`src/rtl/matmul_tile_engine.sv`:
```
// ---------------------------------------------------------------------------
// matmul_tile_engine
//
// Tiled matrix-multiply sequencer and accumulator. Computes
//   C[M x COL] = sum over t of A_t[M x ROW] * W_t[ROW x COL], t = 0..K-1
// by driving an external systolic array (weight load, then activation
// streaming) and accumulating the array column results across tiles through
// a dual-port partial-sum buffer. The last tile writes narrowed rows to the
// output buffer.
//
// Optional feature macro: SATURATE_EN
//   defined   : narrowing clamps each signed sum to the OUT_WIDTH signed range
//   undefined : narrowing keeps the low OUT_WIDTH bits (two's-complement wrap)
//
// Ports:
//   clk_i, rstn_i          clock, asynchronous active-low reset
//   start_i                level start, a run begins on a 0->1 edge in IDLE
//   k_tiles_i, m_rows_i    tile count K and row count M, sampled at start
//   busy_o, done_o         run in progress / run complete (held until start low)
//   wb_*                   weight buffer read port (1-cycle latency)
//   ib_*                   activation buffer read port (1-cycle latency)
//   arr_*                  systolic array interface (mode, weights, acts, psums)
//   ps_rd_*, ps_wr_*       partial-sum buffer read and write ports
//   ob_*                   output buffer write port
// ---------------------------------------------------------------------------
module matmul_tile_engine #(
  parameter int WIDTH     = 8,
  parameter int ACC_WIDTH = 24,
  parameter int OUT_WIDTH = 8,
  parameter int ROW       = 4,
  parameter int COL       = 4,
  parameter int ARRAY_LAT = 6,
  parameter int I_SIZE    = 256,
  parameter int W_SIZE    = 256,
  parameter int P_SIZE    = 64,
  parameter int O_SIZE    = 64,
  parameter int MAX_K     = 16,
  parameter int MAX_M     = 64
) (
  input  logic                                clk_i,
  input  logic                                rstn_i,
  input  logic                                start_i,
  input  logic [$clog2(MAX_K+1)-1:0]          k_tiles_i,
  input  logic [$clog2(MAX_M+1)-1:0]          m_rows_i,
  output logic                                busy_o,
  output logic                                done_o,
  output logic                                wb_cenb_o,
  output logic [$clog2(W_SIZE)-1:0]           wb_addr_o,
  input  logic [COL*WIDTH-1:0]                wb_data_i,
  output logic                                ib_cenb_o,
  output logic [$clog2(I_SIZE)-1:0]           ib_addr_o,
  input  logic [ROW*WIDTH-1:0]                ib_data_i,
  output logic                                arr_mode_o,
  output logic                                arr_wvalid_o,
  output logic [COL*WIDTH-1:0]                arr_weight_o,
  output logic                                arr_avalid_o,
  output logic [ROW*WIDTH-1:0]                arr_act_o,
  input  logic [COL*ACC_WIDTH-1:0]            arr_psum_i,
  output logic                                ps_rd_cenb_o,
  output logic [$clog2(P_SIZE)-1:0]           ps_rd_addr_o,
  input  logic [COL*ACC_WIDTH-1:0]            ps_rd_data_i,
  output logic                                ps_wr_cenb_o,
  output logic [$clog2(P_SIZE)-1:0]           ps_wr_addr_o,
  output logic [COL*ACC_WIDTH-1:0]            ps_wr_data_o,
  output logic                                ob_cenb_o,
  output logic [$clog2(O_SIZE)-1:0]           ob_addr_o,
  output logic [COL*OUT_WIDTH-1:0]            ob_data_o
);

  localparam int KW   = $clog2(MAX_K+1);
  localparam int MW   = $clog2(MAX_M+1);
  localparam int WAW  = $clog2(W_SIZE);
  localparam int IAW  = $clog2(I_SIZE);
  localparam int PAW  = $clog2(P_SIZE);
  localparam int OAW  = $clog2(O_SIZE);
  localparam int CMAX = (ROW > MAX_M) ? ROW : MAX_M;
  localparam int CW   = $clog2(CMAX+1);
  localparam int LAT  = ARRAY_LAT;

  typedef enum logic [2:0] {
    IDLE   = 3'd0,
    LOAD_W = 3'd1,
    STREAM = 3'd2,
    DRAIN  = 3'd3,
    DONE   = 3'd4
  } state_t;

  state_t state_q, state_d;

  logic            start_prev_q, start_prev_d;
  logic [KW-1:0]   k_q, k_d;
  logic [MW-1:0]   m_q, m_d;
  logic [KW-1:0]   t_q, t_d;
  logic [CW-1:0]   cnt_q, cnt_d;
  logic            wvalid_q, wvalid_d;
  logic            avalid_q, avalid_d;
  logic [MW-1:0]   act_m_q, act_m_d;
  logic            mode_q, mode_d;

  logic [LAT-1:0]  pipe_valid_q, pipe_valid_d;
  logic [LAT-1:0]  pipe_first_q, pipe_first_d;
  logic [LAT-1:0]  pipe_last_q, pipe_last_d;
  logic [MW-1:0]   pipe_m_q [LAT];
  logic [MW-1:0]   pipe_m_d [LAT];

  logic [COL*ACC_WIDTH-1:0] sum_q, sum_d;
  logic            wr_valid_q, wr_valid_d;
  logic            wr_last_q, wr_last_d;
  logic [MW-1:0]   wr_m_q, wr_m_d;

  logic start_edge;
  logic last_load;
  logic last_stream;
  logic pipe_empty;
  logic more_tiles;
  logic ib_rd;
  logic ps_rd;
  logic ps_wr;
  logic ob_wr;
  logic [COL*OUT_WIDTH-1:0] ob_narrow;

  // The write stage is deliberately left out of the emptiness test, so the
  // last output row is written in the same cycle the FSM leaves DRAIN.
  assign start_edge  = start_i & ~start_prev_q;
  assign last_load   = (cnt_q == CW'(ROW-1));
  assign last_stream = (cnt_q == CW'(m_q));
  assign pipe_empty  = ~avalid_q & ~(|pipe_valid_q);
  assign more_tiles  = ((t_q + KW'(1)) < k_q);

  // State register.
  always_ff @(posedge clk_i or negedge rstn_i) begin
    if (!rstn_i) begin
      state_q <= IDLE;
    end else begin
      state_q <= state_d;
    end
  end

  // Next-state logic. STREAM spends its first cycle idle so the first
  // activation read follows the last weight beat into the array.
  always_comb begin
    state_d = state_q;
    case (state_q)
      IDLE: begin
        if (start_edge) begin
          if ((k_tiles_i == '0) || (m_rows_i == '0)) state_d = DONE;
          else                                       state_d = LOAD_W;
        end
      end
      LOAD_W: if (last_load)   state_d = STREAM;
      STREAM: if (last_stream) state_d = DRAIN;
      DRAIN: begin
        if (pipe_empty) state_d = more_tiles ? LOAD_W : DONE;
      end
      DONE:   if (!start_i)    state_d = IDLE;
      default: state_d = IDLE;
    endcase
  end

  // Sequencer counters and array-side valid flags.
  always_comb begin
    start_prev_d = start_i;
    k_d      = k_q;
    m_d      = m_q;
    t_d      = t_q;
    cnt_d    = cnt_q;
    wvalid_d = 1'b0;
    avalid_d = 1'b0;
    act_m_d  = act_m_q;
    mode_d   = mode_q;
    case (state_q)
      IDLE: begin
        cnt_d  = '0;
        mode_d = 1'b0;
        if (start_edge) begin
          k_d = k_tiles_i;
          m_d = m_rows_i;
          t_d = '0;
        end
      end
      LOAD_W: begin
        mode_d   = 1'b0;
        wvalid_d = 1'b1;
        cnt_d    = last_load ? '0 : cnt_q + CW'(1);
      end
      STREAM: begin
        cnt_d = last_stream ? '0 : cnt_q + CW'(1);
        if (cnt_q != '0) begin
          avalid_d = 1'b1;
          act_m_d  = MW'(cnt_q - CW'(1));
          mode_d   = 1'b1;
        end
      end
      DRAIN: begin
        if (pipe_empty && more_tiles) t_d = t_q + KW'(1);
      end
      DONE: mode_d = 1'b0;
      default: ;
    endcase
  end

  // Latency pipe: one entry per streamed row, aligned so that the last
  // stage coincides with that row's result on arr_psum_i.
  always_comb begin
    pipe_valid_d = {pipe_valid_q[LAT-2:0], avalid_q};
    pipe_first_d = {pipe_first_q[LAT-2:0], (t_q == '0)};
    pipe_last_d  = {pipe_last_q[LAT-2:0], (t_q == (k_q - KW'(1)))};
    pipe_m_d[0]  = act_m_q;
    for (int i = 1; i < LAT; i++) begin
      pipe_m_d[i] = pipe_m_q[i-1];
    end
  end

  // Accumulate: the first tile starts from zero, later tiles add the
  // partial sum fetched one cycle earlier.
  always_comb begin
    sum_d = sum_q;
    if (pipe_valid_q[LAT-1]) begin
      for (int c = 0; c < COL; c++) begin
        sum_d[c*ACC_WIDTH +: ACC_WIDTH] = arr_psum_i[c*ACC_WIDTH +: ACC_WIDTH] +
          (pipe_first_q[LAT-1] ? '0 : ps_rd_data_i[c*ACC_WIDTH +: ACC_WIDTH]);
      end
    end
    wr_valid_d = pipe_valid_q[LAT-1];
    wr_last_d  = pipe_last_q[LAT-1];
    wr_m_d     = pipe_m_q[LAT-1];
  end

  // Start is seen as already high out of reset, so a start level held
  // through reset cannot launch a run by itself.
  always_ff @(posedge clk_i or negedge rstn_i) begin
    if (!rstn_i) begin
      start_prev_q <= 1'b1;
      k_q          <= '0;
      m_q          <= '0;
      t_q          <= '0;
      cnt_q        <= '0;
      wvalid_q     <= 1'b0;
      avalid_q     <= 1'b0;
      act_m_q      <= '0;
      mode_q       <= 1'b0;
      pipe_valid_q <= '0;
      pipe_first_q <= '0;
      pipe_last_q  <= '0;
      for (int i = 0; i < LAT; i++) pipe_m_q[i] <= '0;
      sum_q        <= '0;
      wr_valid_q   <= 1'b0;
      wr_last_q    <= 1'b0;
      wr_m_q       <= '0;
    end else begin
      start_prev_q <= start_prev_d;
      k_q          <= k_d;
      m_q          <= m_d;
      t_q          <= t_d;
      cnt_q        <= cnt_d;
      wvalid_q     <= wvalid_d;
      avalid_q     <= avalid_d;
      act_m_q      <= act_m_d;
      mode_q       <= mode_d;
      pipe_valid_q <= pipe_valid_d;
      pipe_first_q <= pipe_first_d;
      pipe_last_q  <= pipe_last_d;
      for (int i = 0; i < LAT; i++) pipe_m_q[i] <= pipe_m_d[i];
      sum_q        <= sum_d;
      wr_valid_q   <= wr_valid_d;
      wr_last_q    <= wr_last_d;
      wr_m_q       <= wr_m_d;
    end
  end

  // Narrow each accumulated column to the output element width.
`ifdef SATURATE_EN
  localparam logic signed [ACC_WIDTH-1:0] SAT_MAX = ACC_WIDTH'((2**(OUT_WIDTH-1)) - 1);
  localparam logic signed [ACC_WIDTH-1:0] SAT_MIN = ~SAT_MAX;
  always_comb begin
    logic signed [ACC_WIDTH-1:0] elem;
    ob_narrow = '0;
    for (int c = 0; c < COL; c++) begin
      elem = $signed(sum_q[c*ACC_WIDTH +: ACC_WIDTH]);
      if (elem > SAT_MAX)      ob_narrow[c*OUT_WIDTH +: OUT_WIDTH] = SAT_MAX[OUT_WIDTH-1:0];
      else if (elem < SAT_MIN) ob_narrow[c*OUT_WIDTH +: OUT_WIDTH] = SAT_MIN[OUT_WIDTH-1:0];
      else                     ob_narrow[c*OUT_WIDTH +: OUT_WIDTH] = elem[OUT_WIDTH-1:0];
    end
  end
`else
  always_comb begin
    ob_narrow = '0;
    for (int c = 0; c < COL; c++) begin
      ob_narrow[c*OUT_WIDTH +: OUT_WIDTH] = sum_q[c*ACC_WIDTH +: OUT_WIDTH];
    end
  end
`endif

  // Outputs: strobes decode from state and pipe flags; addresses and data
  // are forced to zero whenever their strobe is inactive.
  always_comb begin
    ib_rd = (state_q == STREAM) && (cnt_q != '0);
    ps_rd = pipe_valid_q[LAT-2] & ~pipe_first_q[LAT-2];
    ps_wr = wr_valid_q & ~wr_last_q;
    ob_wr = wr_valid_q & wr_last_q;

    busy_o = (state_q == LOAD_W) || (state_q == STREAM) || (state_q == DRAIN);
    done_o = (state_q == DONE);

    wb_cenb_o = ~(state_q == LOAD_W);
    wb_addr_o = (state_q == LOAD_W) ? (WAW'(t_q) * WAW'(ROW) + WAW'(cnt_q)) : '0;
    ib_cenb_o = ~ib_rd;
    ib_addr_o = ib_rd ? (IAW'(t_q) * IAW'(m_q) + IAW'(cnt_q - CW'(1))) : '0;

    arr_mode_o   = mode_q;
    arr_wvalid_o = wvalid_q;
    arr_weight_o = wvalid_q ? wb_data_i : '0;
    arr_avalid_o = avalid_q;
    arr_act_o    = avalid_q ? ib_data_i : '0;

    ps_rd_cenb_o = ~ps_rd;
    ps_rd_addr_o = ps_rd ? PAW'(pipe_m_q[LAT-2]) : '0;
    ps_wr_cenb_o = ~ps_wr;
    ps_wr_addr_o = ps_wr ? PAW'(wr_m_q) : '0;
    ps_wr_data_o = ps_wr ? sum_q : '0;
    ob_cenb_o    = ~ob_wr;
    ob_addr_o    = ob_wr ? OAW'(wr_m_q) : '0;
    ob_data_o    = ob_wr ? ob_narrow : '0;
  end

endmodule

```
`config.mk`:
```
export PLATFORM = sky130hd
export DESIGN_NAME = matmul_tile_engine
export DESIGN_NICKNAME = d
export VERILOG_FILES = /design/src/rtl/matmul_tile_engine.sv
export SDC_FILE = /design/constraint.sdc
export NUM_CORES = 1
export LEC_CHECK = 0
export ABC_AREA = 1
export CAP_MARGIN = 20
export CORE_UTILIZATION = 25
export CTS_CLUSTER_SIZE = 20
export DETAILED_ROUTE_END_ITERATION = 12
export PLACE_DENSITY = 0.51
export SLEW_MARGIN = 15
export SYNTH_ARGS = -nofsm -noshare
export SYNTH_HDL_FRONTEND = slang
export SYNTH_SLANG_ARGS = --single-unit
```
`constraint.sdc`:
```
create_clock -name clk_i -period 11.55 [get_ports clk_i]
set_input_delay 2.8875 -clock clk_i [delete_from_list [all_inputs] [get_ports clk_i]]
set_output_delay 2.8875 -clock clk_i [all_outputs]
set_load 0.005 [all_outputs]
```
==> reports/metrics.csv, run 1 <==
stage,metric,value,unit
status,status,"finished, final reports clean",
global_route,grt_pass1_vias,17610,
power_and_ir_drop,irDropWorstVdd,112.5,uV
die,die_x,267.2,microns
final_layout,fin_nets,3793,
die,die_area,71370,sq um
synthesis,syn_nets,3328,
synthesis,yosysWarningCount,0,
sta,fin_crit_sh,68.61,%
final_layout,drive_above_1_share,2.213,%
synthesis,synth.distinct_cells,40,
sta,maxSlewViolCount,0,
synthesis,ys_seq_area_share,27.77,%
final_layout,nFillCells,7710,
sta,fmax,126.2,MHz
global_route,grt_pass1_wl,96490,microns
drt,dr.pass1.iters,4,
clock_network,cts-root-buf,clkbuf_16,
clock_network,cts_buffers,17,
worst_setup_path,cp.required,8.66,ns
worst_setup_path,crit_path_max_fanout,13,
clock_network,clk_pin_slew,0.08,ns
worst_setup_path,r2r_cells,13,
worst_setup_path,endpoint_kind,primary output,
sta,slew_headroom,28.02,%
power_and_ir_drop,leakagePower,13.27,nW
die,rows,96,
power_and_ir_drop,powerDensity,192.7,nW/um^2
drt,routed_via_density,4.194,
worst_setup_path,cp_slowest_cell,dfrtp_1,
drt,ant_nets,0,
sta,setup_violations,0,
worst_setup_path,crit_top_cell,nand2_1,
sta,min_period,7.925,ns
flow_run,cap_violations,0,
worst_setup_path,crit_arrival,5.04,ns
final_layout,antenna_cells,0,
final_layout,syn2layout_area_growth,37.83,%
clock_network,htree_levels,4,
global_route,grt_max_degree,105,
synthesis,syn_inst,2911,
die,core_area,69070,sq um
placed_design,place.gp.congestion,0.9123,
placed_design,dpl_cell_area,23610,sq um
worst_setup_path,max_stage_delay,0.56,ns
clock_network,cts.hold.buffers_added,0,
die,die_h,267.2,microns
power_and_ir_drop,fin_total_pwr,4.668,mW
worst_hold_path,hold_depth,0,
sta,hold-worst-slack,0.3488,ns
clock_network,postCtsSetupBuffers,0,
die,io_pins,507,
drt,route.vias.total,18117,
sta,finalHoldViolCount,0,
drt,drt_iter0_drc,809,
sta,worstMarginPinSlew,1.080,ns
sta,fin_tns_setup,0,ns
worst_setup_path,crit_type,reg -> out,
sta,skew,0.01216,ns
global_route,grt-ovfl-total,0,
synthesis,avgSynthCellArea,6.038,sq um
sta,rsz0062_at_grt,false,
clock_network,clkLatencyLatePin,0.49,ns
drt,drc,0,
final_layout,final_cells,4320,
global_route,track_usage,17.52,%
clock_network,clkSinkCount,195,
worst_hold_path,hold_class,reg -> reg,
placed_design,dp_hpwl,50910,microns
clock_network,cts_buffer_depth,2,
global_route,antenna_found_initial,0,
drt,wl_per_cell,14.55,microns
placed_design,io_buffers,506,
final_layout,final_cell_area,24230,sq um
worst_setup_path,critPathLaunchType,register,
clock_network,cts_tree,yes,
drt,routed_wl,62870,microns
worst_setup_path,path_cells,nand2_1 -> inv_1 -> fa_1 -> inv_1 -> fa_1 -> inv_1 -> fa_1 -> inv_1 -> fa_1 -> inv_1 -> ha_1 -> nand2_1 -> nand2_1 -> nand2_1 -> nand2_1 -> nor2_1 -> nand3_1 -> nand2_1 -> nand2_1 -> a21oi_2 -> clkdlybuf4s50_1,
die,initial_utilization,25.45,%
placed_design,dp_cells,4287,
synthesis,ys_ff_latch,195,
clock_network,ctsResizeCount,0,
synthesis,synth_area,17580,sq um
-- layout make-up --
type | instances | area (sq um) | area share (%)
Multi-Input combinational cell | 1970 | 9877 | 40.77
Timing Repair Buffer | 515 | 5165 | 21.32
Sequential cell | 195 | 4888 | 20.18
Inverter | 677 | 2544 | 10.50
Tap cell | 931 | 1165 | 4.808
Clock buffer | 17 | 425.4 | 1.756
Clock inverter | 15 | 162.7 | 0.6714
-- routing by layer --
metal | share of wire (%) | vias up | wire length [microns] | GRT usage (%)
met5 | 0 | - | 0 | 0
met4 | 2.0 | 0 | 1256 | 4.893
met3 | 5.1 | 54 | 3201 | 3.200
met2 | 48 | 394 | 30060 | 30.47
met1 | 45 | 8130 | 28350 | 21.96
li1 | - | 9539 | - | -
-- power breakdown --
group / total [mW] / internal (mW) / switching [mW] / leakage (nW)
combinational: 2.82 / 1.12 / 1.71 / 10.6
sequential: 1.23 / 0.995 / 0.233 / 2.39
clock: 0.618 / 0.307 / 0.311 / 0.281
total: 4.67 / 2.42 / 2.25 / 13.3
-- worst max-delay path: cells and delay by family, from the launching register on --
kind | cells | cell delay (ns)
buffers and inverters | 6 | 0.77
AOI/OAI and AO/OA | 1 | 0.13
DFF | 1 | 0.56
and+or+nand+nor | 9 | 0.76
adders and majority gates | 5 | 2.33
-- final timing paths --
kind,startpoint,end,slack (ns)
hold reg to reg,pipe_m_d[29],pipe_m_d[22],0.35
setup / recovery,t_q[1],ib_addr_o[7],3.63
max in group asynchronous,rstn_i,sum_q[42],7.68
setup reg to reg,pipe_first_q[5],sum_q[16],8.31
hold / removal,pipe_m_d[29],pipe_m_d[22],0.35
min in group asynchronous,rstn_i,sum_q[74],2.37
-- cells by family after synthesis --
logic type / Yosys count / share of synthesized area, %
compound gates: 164 / 4.940
xor+xnor: 54 / 2.691
fa+ha+maj: 146 / 11.33
buf+inv: 746 / 16.09
flops: 195 / 27.77
mux: 7 / 0.4698
simple gates: 1599 / 36.70
-- through the flow --
stage | util [%] | worst slack (ns)
4_1_cts | 35.04 | 3.561
6_report | 35.08 | 3.625
3_5_place_dp | 34.19 | 4.121
3_3_place_gp | 34.16 | 4.129
2_1_floorplan | - | 4.851
5_1_grt | 35.08 | 3.272
-- state kept, by name, summed over array words and instances, names as in the netlist --
register	flops
pipe_m_d	30
arr_mode_o	1
wr_m_d	6
k_q	5
arr_wvalid_o	1
cnt_q	7
wr_m_q	6
t_q	5
pipe_last_q	6
wr_valid_q	1
sum_q	96
pipe_valid_q	6
pipe_first_q	6
act_m_q	6
m_q	7
state_q	3
start_prev_q	1
arr_avalid_o	1
wr_last_q	1
-- layout by cell type (no fill, tap or decap), types with 6 or more instances in the layout --
master / Yosys / layout
nand3b_1: 34 / 34
xor2_1: 25 / 25
o21ai_0: 77 / 77
nor3_1: 11 / 11
nor2_1: 396 / 396
ha_1: 124 / 124
a21oi_1: 69 / 69
or2_2: 6 / 6
nand4_1: 29 / 29
dfrtp_1: 194 / 192
buf_4: 0 / 7
mux2_2: 6 / 6
nand2_1: 969 / 967
clkdlybuf4s50_1: 0 / 505
inv_1: 674 / 674
xnor2_1: 29 / 29
fa_1: 22 / 22
clkbuf_16: 0 / 17
nand3_1: 147 / 147
-- Yosys cell counts --
library cell / number / share of area (%)
o22ai_1: 5 / 0.18
or2_2: 6 / 0.21
dfstp_2: 1 / 0.15
nand4_1: 29 / 1.0
buf_2: 8 / 0.23
a31oi_4: 1 / 0.12
clkinv_1: 1 / 0.021
o31ai_1: 1 / 0.043
inv_1: 674 / 14
fa_1: 22 / 2.5
clkbuf_2: 1 / 0.028
nor3_1: 11 / 0.31
nor2_2: 1 / 0.036
nand3_2: 1 / 0.057
nand3b_1: 34 / 1.5
nor3_4: 1 / 0.093
dfrtp_1: 194 / 28
nand2_1: 969 / 21
nor2_4: 1 / 0.064
a21oi_2: 1 / 0.050
nor2_1: 396 / 8.5
a21oi_1: 69 / 2.0
buf_6: 2 / 0.13
mux2_4: 1 / 0.085
o21ai_2: 4 / 0.20
nand3_1: 147 / 4.2
nand2_2: 2 / 0.071
clkbuf_1: 50 / 1.1
mux2_2: 6 / 0.38
inv_4: 1 / 0.036
buf_1: 8 / 0.17
inv_2: 1 / 0.021
a31oi_1: 1 / 0.036
o21ai_1: 4 / 0.11
o21bai_1: 1 / 0.043
xnor2_1: 29 / 1.4
xor2_1: 25 / 1.2
o21ai_0: 77 / 2.2
ha_1: 124 / 8.8
nor4_1: 1 / 0.036
Power figures use the tool's default switching activity.
==> run 2: changes to the inputs <==
==> constraint.sdc (replaced) <==
create_clock -name clk_i -period 7.7 [get_ports clk_i]
set_input_delay 1.925 -clock clk_i [delete_from_list [all_inputs] [get_ports clk_i]]
set_output_delay 1.925 -clock clk_i [all_outputs]
set_load 0.005 [all_outputs]
==> reports/metrics.csv, run 2 (synthesis gave the netlist of run 1 again) <==
stage,metric,value,unit
status,status,"finished, final reports clean",
placed_design,io_buffers,506,
worst_setup_path,endpoint_kind,primary output,
die,die_h,267.2,microns
worst_setup_path,crit_path_max_fanout,13,
final_layout,regMostFlops,sum_q,
clock_network,htree_levels,4,
die,rows,96,
die,core_area,69070,sq um
power_and_ir_drop,irDropWorstVdd,181.3,uV
clock_network,cts-root-buf,clkbuf_16,
die,initial_utilization,25.45,%
sta,fin_tns_setup,0,ns
final_layout,nFillCells,7629,
worst_setup_path,crit_top_cell,nand2_1,
power_and_ir_drop,netSwitchingFraction,48.39,%
power_and_ir_drop,clkPwrFrac,13.0,%
global_route,grt.busiest_layer,met2,
drt,ant_nets,0,
worst_setup_path,crit_type,reg -> out,
clock_network,postCtsSetupBuffers,0,
clock_network,cts_tree,yes,
sta,skew,0.01152,ns
power_and_ir_drop,p_sw,3.380,mW
global_route,use_met3,3.227,%
worst_setup_path,crit_buf_inv,5,
final_layout,mostFrequentLayoutCell,nand2_1,
worst_setup_path,path_cells,nand2_1 -> fa_1 -> inv_1 -> fa_1 -> fa_1 -> inv_1 -> fa_1 -> inv_1 -> ha_1 -> nand2_1 -> inv_1 -> nand2_1 -> nand2_1 -> nor2_1 -> nand3_1 -> nand2_1 -> nand2_1 -> a21oi_2 -> clkdlybuf4s50_1,
final_layout,final_cell_area,24200,sq um
final_layout,drive_above_1_share,2.184,%
global_route,track_usage,17.54,%
clock_network,ctsResizeCount,0,
global_route,antenna_found_initial,0,
worst_hold_path,hold_class,reg -> reg,
drt,dr.pass1.iters,5,
power_and_ir_drop,powerDensity,288.5,nW/um^2
sta,fin_crit_sh,91.62,%
worst_setup_path,max_stage_delay,0.69,ns
drt,route.vias.total,18155,
power_and_ir_drop,p_seq_share,26.2,%
worst_setup_path,r2r_cells,14,
die,die_area,71370,sq um
worst_setup_path,cp.required,5.78,ns
sta,worst_slack,0.6453,ns
sta,setup_violations,0,
drt,wl_per_cell,14.56,microns
drt,routed_wl,62910,microns
final_layout,syn2layout_area_growth,37.71,%
sta,rsz0062_at_grt,false,
worst_setup_path,critPathLaunchType,register,
worst_hold_path,hold_depth,0,
sta,fmax,141.7,MHz
sta,min_period,7.055,ns
worst_setup_path,cp.depth,19,
placed_design,place.gp.congestion,0.9124,
global_route,grt_max_degree,110,
final_layout,largest_reg_flops,96,
drt,drt_iter0_drc,787,
sta,worstMarginPinSlew,1.113,ns
worst_setup_path,cp_top_family,adder cells,
global_route,grt_pass1_vias,17495,
die,die_x,267.2,microns
clock_network,cts.hold.buffers_added,0,
final_layout,final_cell_mix,"nand2_1 (967), inv_1 (674), clkdlybuf4s50_1 (505)",
power_and_ir_drop,p_int,3.604,mW
clock_network,clk_pin_slew,0.08,ns
global_route,use_met1,22.04,%
flow_run,cap_violations,0,
placed_design,dpl_cell_area,23620,sq um
sta,finalHoldViolCount,0,
global_route,grtUsageMet2,30.86,%
final_layout,fin_nets,3792,
drt,routed_via_density,4.203,
clock_network,clkSinkCount,195,
power_and_ir_drop,leakagePower,13.24,nW
clock_network,cts_buffer_depth,2,
worst_setup_path,cp_slowest_cell,dfrtp_1,
clock_network,cts_buffers,17,
global_route,grt_pass1_wl,96460,microns
sta,maxSlewViolCount,0,
die,io_pins,507,
drt,drc,0,
sta,slew_headroom,25.52,%
clock_network,clkLatencyLatePin,0.50,ns
placed_design,pre_cts_slack,1.144,ns
worst_setup_path,crit_arrival,5.13,ns
placed_design,dp_hpwl,51010,microns
power_and_ir_drop,p_comb_share,60.8,%
global_route,grt-ovfl-total,0,
[run 2: cell types whose count changed in the layout (fill, tap and decap cells not counted), sizes merged]
cell      before  now
clkinvlp       3    5
bufinv         1    0
inv          684  683
buf           10    9
clkbuf        17   18
clkinv         4    3
diode          0    1
[run 2: worst register-to-register path: stages (launching register included)]
cell and delay (ns):
dfrtp_4 0.65, nor2_1 0.35, ha_1 0.42, inv_1 0.15
fa_1 0.37, inv_1 0.17, nand3_1 0.09, nand3_1 0.17
nand3_1 0.09, nand2_1 0.16, nand2_1 0.11, nand2_1 0.07
nand2_1 0.04, nand3_1 0.11, nand2_1 0.08
[run 2: path summary, 6_finish.rpt]
path                                 start               to  slack (ns)
setup / recovery                    t_q[1]     ib_addr_o[7]        0.65
hold / removal              pipe_last_q[1]   pipe_last_q[2]        0.35
setup reg to reg           pipe_first_q[5]        sum_q[40]        4.55
hold reg to reg             pipe_last_q[1]   pipe_last_q[2]        0.35
max in group asynchronous           rstn_i  pipe_valid_q[5]        5.20
min in group asynchronous           rstn_i        sum_q[72]        1.42
[run 2: final cells by class]
class | count | area [sq um] | area share (%)
Antenna cell | 1 | 2.502 | 0.01034
Clock buffer | 18 | 439.2 | 1.814
Clock inverter | 14 | 138.9 | 0.5738
Inverter | 677 | 2544 | 10.51
Multi-Input combinational cell | 1970 | 9877 | 40.81
Sequential cell | 195 | 4888 | 20.20
Tap cell | 931 | 1165 | 4.813
Timing Repair Buffer | 514 | 5150 | 21.28
[run 2: layer usage]
metal  part of all wire (%)  routed length [microns]
met5                      0                        0
met4                    1.2                      734
met3                    4.9                     3087
met2                     49                    30550
met1                     45                    28530
[run 2: through the flow]
step | cells | util, % | hold WS, ns | power, mW
final | 4320 | 35.05 | 0.3495 | 6.984
after CTS | 4319 | 35.04 | 0.3494 | 7.104
after global placement | 4286 | 34.18 | 0.3320 | 6.124
after detailed placement | 4287 | 34.20 | 0.3347 | 6.139
after global routing | 4319 | 35.04 | 0.3534 | 7.763
after floorplan | 2911 | - | 0.3312 | 4.595
[run 2: power groups by stage]
stage / clock network, mW / registers, mW / logic, mW
global placement: 0 / 1.86 / 4.26
finish: 0.910 / 1.83 / 4.25
detailed placement: 0 / 1.85 / 4.29
CTS: 0.952 / 1.83 / 4.32
global route: 0.989 / 1.89 / 4.88
floorplan: 0 / 1.66 / 2.93
==> run 3: changes to the inputs <==
--- a/config.mk
+++ b/config.mk
@@ -11,6 +11,7 @@
 export CTS_CLUSTER_SIZE = 20
 export DETAILED_ROUTE_END_ITERATION = 12
 export PLACE_DENSITY = 0.51
+export SKIP_CTS_REPAIR_TIMING = 1
 export SLEW_MARGIN = 15
 export SYNTH_ARGS = -nofsm -noshare
 export SYNTH_HDL_FRONTEND = slang
==> results of run 3 <==
The final DEF is identical to that of run 2; final timing and power are the same.
